===== src/rtl/mem_port_arbiter.sv =====
module mem_port_arbiter #(
  parameter int unsigned ADDR_W     = 8,
  parameter int unsigned DATA_W     = 32,
  parameter int unsigned MEM_LAT    = 1,
  parameter int unsigned STARVE_MAX = 4
) (
  input  logic              clk,
  input  logic              rst_n,
  input  logic              if_req,
  input  logic [ADDR_W-1:0] if_addr,
  input  logic              if_flush,
  output logic              if_gnt,
  output logic              if_rvalid,
  output logic [DATA_W-1:0] if_rdata,
  input  logic              dm_req,
  input  logic              dm_we,
  input  logic [ADDR_W-1:0] dm_addr,
  input  logic [DATA_W-1:0] dm_wdata,
  output logic              dm_gnt,
  output logic              dm_rvalid,
  output logic [DATA_W-1:0] dm_rdata,
  output logic              stall_if,
  output logic              stall_dm,
  output logic              mem_en,
  output logic              mem_we,
  output logic [ADDR_W-1:0] mem_addr,
  output logic [DATA_W-1:0] mem_wdata,
  input  logic [DATA_W-1:0] mem_rdata
);

  typedef enum logic {IDLE, BUSY} state_t;
  typedef enum logic {OWN_IF, OWN_DM} owner_t;

  localparam logic [2:0] LAT_INIT   = 3'(MEM_LAT);
  localparam logic [3:0] STARVE_LIM = 4'(STARVE_MAX);

  state_t     state, state_nxt;
  owner_t     owner;
  logic [2:0] lat_cnt;
  logic [3:0] starve_cnt;
  logic       drop;
  logic       store_q;

  always_ff @(posedge clk) begin
    if (!rst_n) state <= IDLE;
    else        state <= state_nxt;
  end

  always_comb begin
    state_nxt = state;
    unique case (state)
      IDLE: if (if_gnt || dm_gnt) state_nxt = BUSY;
      BUSY: if (lat_cnt == 3'd1)  state_nxt = IDLE;
    endcase
  end

  always_comb begin
    if_gnt    = '0;
    dm_gnt    = '0;
    mem_en    = '0;
    mem_we    = '0;
    mem_addr  = dm_addr;
    mem_wdata = dm_wdata;
    stall_if  = '0;
    stall_dm  = '0;
    if (rst_n) begin
      if (state == IDLE) begin
        if_gnt = if_req && (!dm_req || (starve_cnt == STARVE_LIM));
        dm_gnt = dm_req && !if_gnt;
      end
      mem_en   = if_gnt || dm_gnt;
      mem_we   = dm_gnt && dm_we;
      if (if_gnt) mem_addr = if_addr;
      stall_if = if_req && !if_gnt;
      stall_dm = dm_req && !dm_gnt;
    end
  end

  always_ff @(posedge clk) begin
    if (!rst_n) begin
      owner      <= OWN_IF;
      lat_cnt    <= '0;
      starve_cnt <= '0;
      drop       <= '0;
      store_q    <= '0;
      if_rvalid  <= '0;
      dm_rvalid  <= '0;
      if_rdata   <= '0;
      dm_rdata   <= '0;
    end else begin
      if_rvalid <= '0;
      dm_rvalid <= '0;
      if (state == IDLE) begin
        if (if_gnt) begin
          owner   <= OWN_IF;
          lat_cnt <= LAT_INIT;
          drop    <= if_flush;
        end else if (dm_gnt) begin
          owner   <= OWN_DM;
          lat_cnt <= LAT_INIT;
          store_q <= dm_we;
          drop    <= '0;
        end
        if (!if_req || if_gnt)
          starve_cnt <= '0;
        else if (dm_gnt && (starve_cnt < STARVE_LIM))
          starve_cnt <= starve_cnt + 4'd1;
      end else begin
        lat_cnt <= lat_cnt - 3'd1;
        if ((owner == OWN_IF) && if_flush) drop <= 1'b1;
        if (lat_cnt == 3'd1) begin
          drop <= '0;
          if (owner == OWN_DM) begin
            dm_rvalid <= 1'b1;
            if (!store_q) dm_rdata <= mem_rdata;
          end else if (!(drop || if_flush)) begin
            // a flush arriving in the completion cycle still cancels the fetch
            if_rvalid <= 1'b1;
            if_rdata  <= mem_rdata;
          end
        end
      end
    end
  end

endmodule


===== config.mk =====
export PLATFORM = sky130hd
export DESIGN_NAME = mem_port_arbiter
export DESIGN_NICKNAME = d
export VERILOG_FILES = /design/src/rtl/mem_port_arbiter.sv
export SDC_FILE = /design/constraint.sdc
export NUM_CORES = 1
export LEC_CHECK = 0
export CORE_MARGIN = 4
export CORE_UTILIZATION = 40
export DETAILED_ROUTE_END_ITERATION = 10
export PLACE_DENSITY_LB_ADDON = 0.15
export SLEW_MARGIN = 0
export SYNTH_ARGS = -nofsm -noshare
export SYNTH_HDL_FRONTEND = slang
export SYNTH_SLANG_ARGS = --single-unit

===== constraint.sdc =====
create_clock -name clk -period 3.5 [get_ports clk]
set_input_delay 0.7 -clock clk [delete_from_list [all_inputs] [get_ports clk]]
set_output_delay 0.7 -clock clk [all_outputs]
set_load 0.01 [all_outputs]

### After elaboration in Yosys (flattened, before gate mapping)

Index checks and enable logic that the tools add are counted.

* register bits after elaboration: 77
* input bits: 86
* output and inout bits: 112
* logic and storage cells: 80

* $add $sub $neg: 2
* order comparisons: 1
* equal/unequal tests: 3
* mux-type cells: 29
* bitwise logic cells: 7
* reduce and logical (&&, ||, !) cells: 28

Operator list (number)
* two-way mux 1 bit: 21
* two-way mux 8 bit: 2
* two-way mux 3 bit: 3
* two-way mux 4 bit: 2
* AND reduction 4 bit: 2
* logical AND 1 bit: 7
* inverter 1 bit: 7
* AND reduction 2 bit: 3
* AND reduction 3 bit: 2
* zero test 1 bit: 5
* logical OR 1 bit: 5
* adder 4 x 1 -> 4 bit, second input constant: 1
* equality test 4 x 3 -> 1 bit, second input constant: 1
* less-than comparator 4 x 3 -> 1 bit, second input constant: 1
* nonzero test 2 bit: 2
* OR reduction 4 bit: 1
* equality test 3 x 1 -> 1 bit, second input constant: 1
* != test 3 x 1 -> 1 bit, second input constant: 1
* nonzero test 3 bit: 1
* subtractor 3 x 1 -> 3 bit, second input constant: 1
* case mux 1 bit (2 select lines): 1

### Longest topological paths before layout

* depth after elaboration: 11
* depth in mapped cells: 8
* gate-level depth less buffers: 6

### Worst setup path after synthesis

Ideal clock, no wire load.

* kind: input to output
* start: input port if_req
* end: output port mem_addr[0]
* data arrival time: 1.624 ns
* path slack: 1.176 ns
* cell stages on the path: 4
* buffers on the path: 2
* path through: clkbuf_1 and3_1 buf_4 mux2_2

* word-level cells in the longest chain between the ends: 5

RTL lines
* start, declared: RTL line 9 `input logic if_req,`
* logical AND 1 bit: RTL line 68 `if_gnt = if_req && (!dm_req || (starve_cnt == STARVE_LIM));`
* two-way mux 1 bit: RTL line 67 `if (state == IDLE) begin`
* two-way mux 1 bit: RTL line 66 `if (rst_n) begin`
* two-way mux 8 bit: RTL line 73 `if (if_gnt) mem_addr = if_addr;`
* two-way mux 8 bit: RTL line 66
* end, declared: RTL line 26 `output logic [ADDR_W-1:0] mem_addr,`

Every way passes these cells. The select of a mux whose other input is x is not followed.

### Final worst setup path

* start: input port dm_req
* end: output port mem_addr[2]

* word-level cells in the longest chain between the ends: 7

RTL lines
* start, declared: RTL line 15 `input logic dm_req,`
* zero test 1 bit: RTL line 68
* logical OR 1 bit: RTL line 68
* logical AND 1 bit: RTL line 68
* two-way mux 1 bit: RTL line 67
* two-way mux 1 bit: RTL line 66
* two-way mux 8 bit: RTL line 73
* two-way mux 8 bit: RTL line 66

Every way passes these cells. The select of a mux whose other input is x is not followed.

==> flow_summary.yaml <==
worst_setup_path:
  cp_max_fo: 9
  startpoint_type: "input port"
  crit_slowest_cell: "clkdlybuf4s50_1"
  crit_path_frequent_cell: "clkdlybuf4s50_1"
  end_kind: "primary output"
  max_stage_delay_ns: 0.49
  worst-setup-path-type: "input port to primary output"
  crit_arrival_ns: 2.59
  cp_cell_sequence: "clkdlybuf4s50_1 -> a21oi_1 -> and3_1 -> mux2_2 -> clkdlybuf4s50_1"
  required_ns: 2.80
global_route:
  gr-total-overflow: 0
  grt_pass1_wl_mm: 13.2
  grt_max_degree: 52
  grt_pass1_vias: 2705
  antenna_found_initial: 0
  grt.total_usage_pct: 16.8
floorplan:
  io_pins: 198
  initial_core_util_pct: 41.6
  die_h_microns: 98.4
  core_area_sq_mm: 0.00785
  dieArea_sq_mm: 0.00967
  rows: 32
  dieWidth_microns: 98.4
timing:
  final.setup.tns_ns: 0
  relSlewSlack_pct: 59.1
  max_freq_mhz: 304
  finClkSkew_ns: 0.0111
  final.period_utilization_pct: 94.1
  rsz0062_at_grt: "no"
  worstMarginPinSlew_ns: 0.613
  setup_viol: 0
  maxSlewViolCount: 0
  fin_crit_ns: 3.29
  hold_viol: 0
clock_network:
  clk_pin_slew_ns: 0.07
  ctsHoldBuffers: 0
  clock_latency_ns: 0.35
  clock-root-buffer: "clkbuf_8"
  cts_made_buffers: 9
  h-tree-depth: 3
  cts_tree: "done"
  cts_buffer_depth: 2
  cts_setup_buffers: 0
  cts_sinks: 77
  cts_resized: 0
power:
  p_leak_nw: 1.91
  pwr_density_cell_mw_per_mm2: 403
  vdd_drop_max_mv: 0.240
drt:
  vias: 2723
  vias_per_cell: 4.74
  post-route-drc-count: 0
  routedWlPerCell_microns: 14.4
  wirelength_mm: 8.24
  antenna_left: 0
  drtIter0Drc: 112
  drt_pass1_iterations: 4
flow_run:
  maxCapViolCount: 0
logic_synthesis:
  synth_top_cell_area_share_pct: 47.2
  ys_ff_latch: 77
  synth-compound-area-share_pct: 8.24
  synth_nets: 459
  muxShareOfSynthArea_pct: 13.2
  synth_simple_gate_area_share_pct: 16.7
  synth_fa_ha_area_share_pct: 1.53
  avgSynthCellArea_sq_um: 8.85
  yosysWarnings: 0
  synth.distinct_cells: 30
  synth_top_family_by_area: "simple AND/OR/NAND/NOR gates"
  ys_seq_area_share_pct: 47.2
  synth_xor_area_share_pct: 0
  synth_top_area_cell: "dfxtp_1"
  netlist_instances: 369
  mappedNetlistArea_sq_mm: 0.00327
  netlist_top_cells_area: "dfxtp_1 47%, mux2i_1 10%, nand2_1 8.2%"
placed_design:
  dpl_cell_area_sq_mm: 0.00442
  place_congestion: 0.743
  dpl.hpwl_mm: 5.85
  io_buffer_count: 133
final_layout:
  final_cell_mix: "133 x clkdlybuf4s50_1, 77 x dfxtp_1, 71 x nand2_1, 41 x nor2_1, 39 x a21oi_1"
  area_growth_pct: 42.1
  finalNetCount: 557
  n_antenna_cell: 0
  drive_above_1_share_pct: 8.05
  design_area_sq_mm: 0.00464
  final_common_cell: "clkdlybuf4s50_1"
min_path:
  hp-class: "flop to flop"
outcome:
  status: "completed"
==> where the power goes <==
part | total (mW) | internal [mW] | switching [mW]
registers | 0.913 | 0.898 | 0.0159
clock network | 0.721 | 0.377 | 0.344
logic | 0.236 | 0.138 | 0.0983
total | 1.87 | 1.41 | 0.458
==> flip-flops by register name, summed over array words and instances, names as in the netlist <==
| name | flops |
|---|---|
| dm_rvalid | 1 |
| lat_cnt | 3 |
| state | 1 |
| dm_rdata | 32 |
| starve_cnt | 4 |
| store_q | 1 |
| drop | 1 |
| if_rdata | 32 |
| owner | 1 |
| if_rvalid | 1 |
==> per-stage QoR <==
step	utilization, %	power [mW]	cells	hold slack, ns	setup slack, ns
floorplan	-	1.07	369	0.446	1.18
global placement	56.4	1.17	558	0.441	0.274
detailed placement	56.4	1.17	558	0.445	0.208
CTS	59.1	1.90	574	0.458	0.201
global route	59.1	1.95	574	0.478	0.0810
finish	59.1	1.87	574	0.455	0.207
==> cells by family after synthesis <==
logic type / after synthesis
AOI/OAI and AO/OA: 50
muxes: 42
adders and majority gates: 4
buffers and inverters: 66
and+or+nand+nor: 130
DFF: 77
==> area by class of cell <==
cell class / instances / area, sq um
sequential: 77 / 1540
tap: 102 / 128
multi-input combinational: 226 / 1300
fill: 735 / 3210
clock inverter: 5 / 66.3
inverter: 11 / 41.3
timing repair buffer: 142 / 1410
clock buffer: 11 / 151
==> metal layers <==
metal | up-vias | track usage (%) | routed length, microns
met5 | - | 0 | 0
met4 | 0 | 6.93 | 125
met3 | 17 | 6.14 | 683
met2 | 97 | 27.1 | 3800
met1 | 1240 | 20.1 | 3630
li1 | 1369 | - | -
==> synth_stat cells <==
master	instances
nand3_1	2
buf_2	1
nor4_1	1
o211a_1	1
mux2_2	9
mux2i_1	33
a21oi_1	39
nor2_1	41
a21o_1	1
inv_1	11
dfxtp_1	77
o31ai_1	1
or4_1	1
nor3_1	3
buf_6	1
nand2_1	71
or3_1	2
and3_1	3
buf_1	1
o21ai_0	5
clkbuf_1	16
o221ai_1	1
buf_4	33
nand3b_4	1
ha_1	4
a211oi_1	2
nand2b_1	2
nand3b_1	2
and2_1	1
buf_12	3
==> critical path, delay by kind of cell <==
kind / cells / cell delay (ns)
buf+inv: 2 / 0.91
simple gates: 1 / 0.42
mux: 1 / 0.38
compound gates: 1 / 0.18
==> worst paths after layout <==
| path | from | slack, ns | end | depth (start not counted) |
|---|---|---|---|---|
| setup / recovery | dm_req | 0.21 | mem_addr[2] | 5 |
| hold / removal | dm_rdata[16] | 0.45 | dm_rdata[16] | 2 |
| setup reg to reg | state | 1.42 | if_rdata[9] | 5 |
| hold reg to reg | dm_rdata[16] | 0.45 | dm_rdata[16] | 2 |
Note: power is estimated with default switching activity, not from simulation.
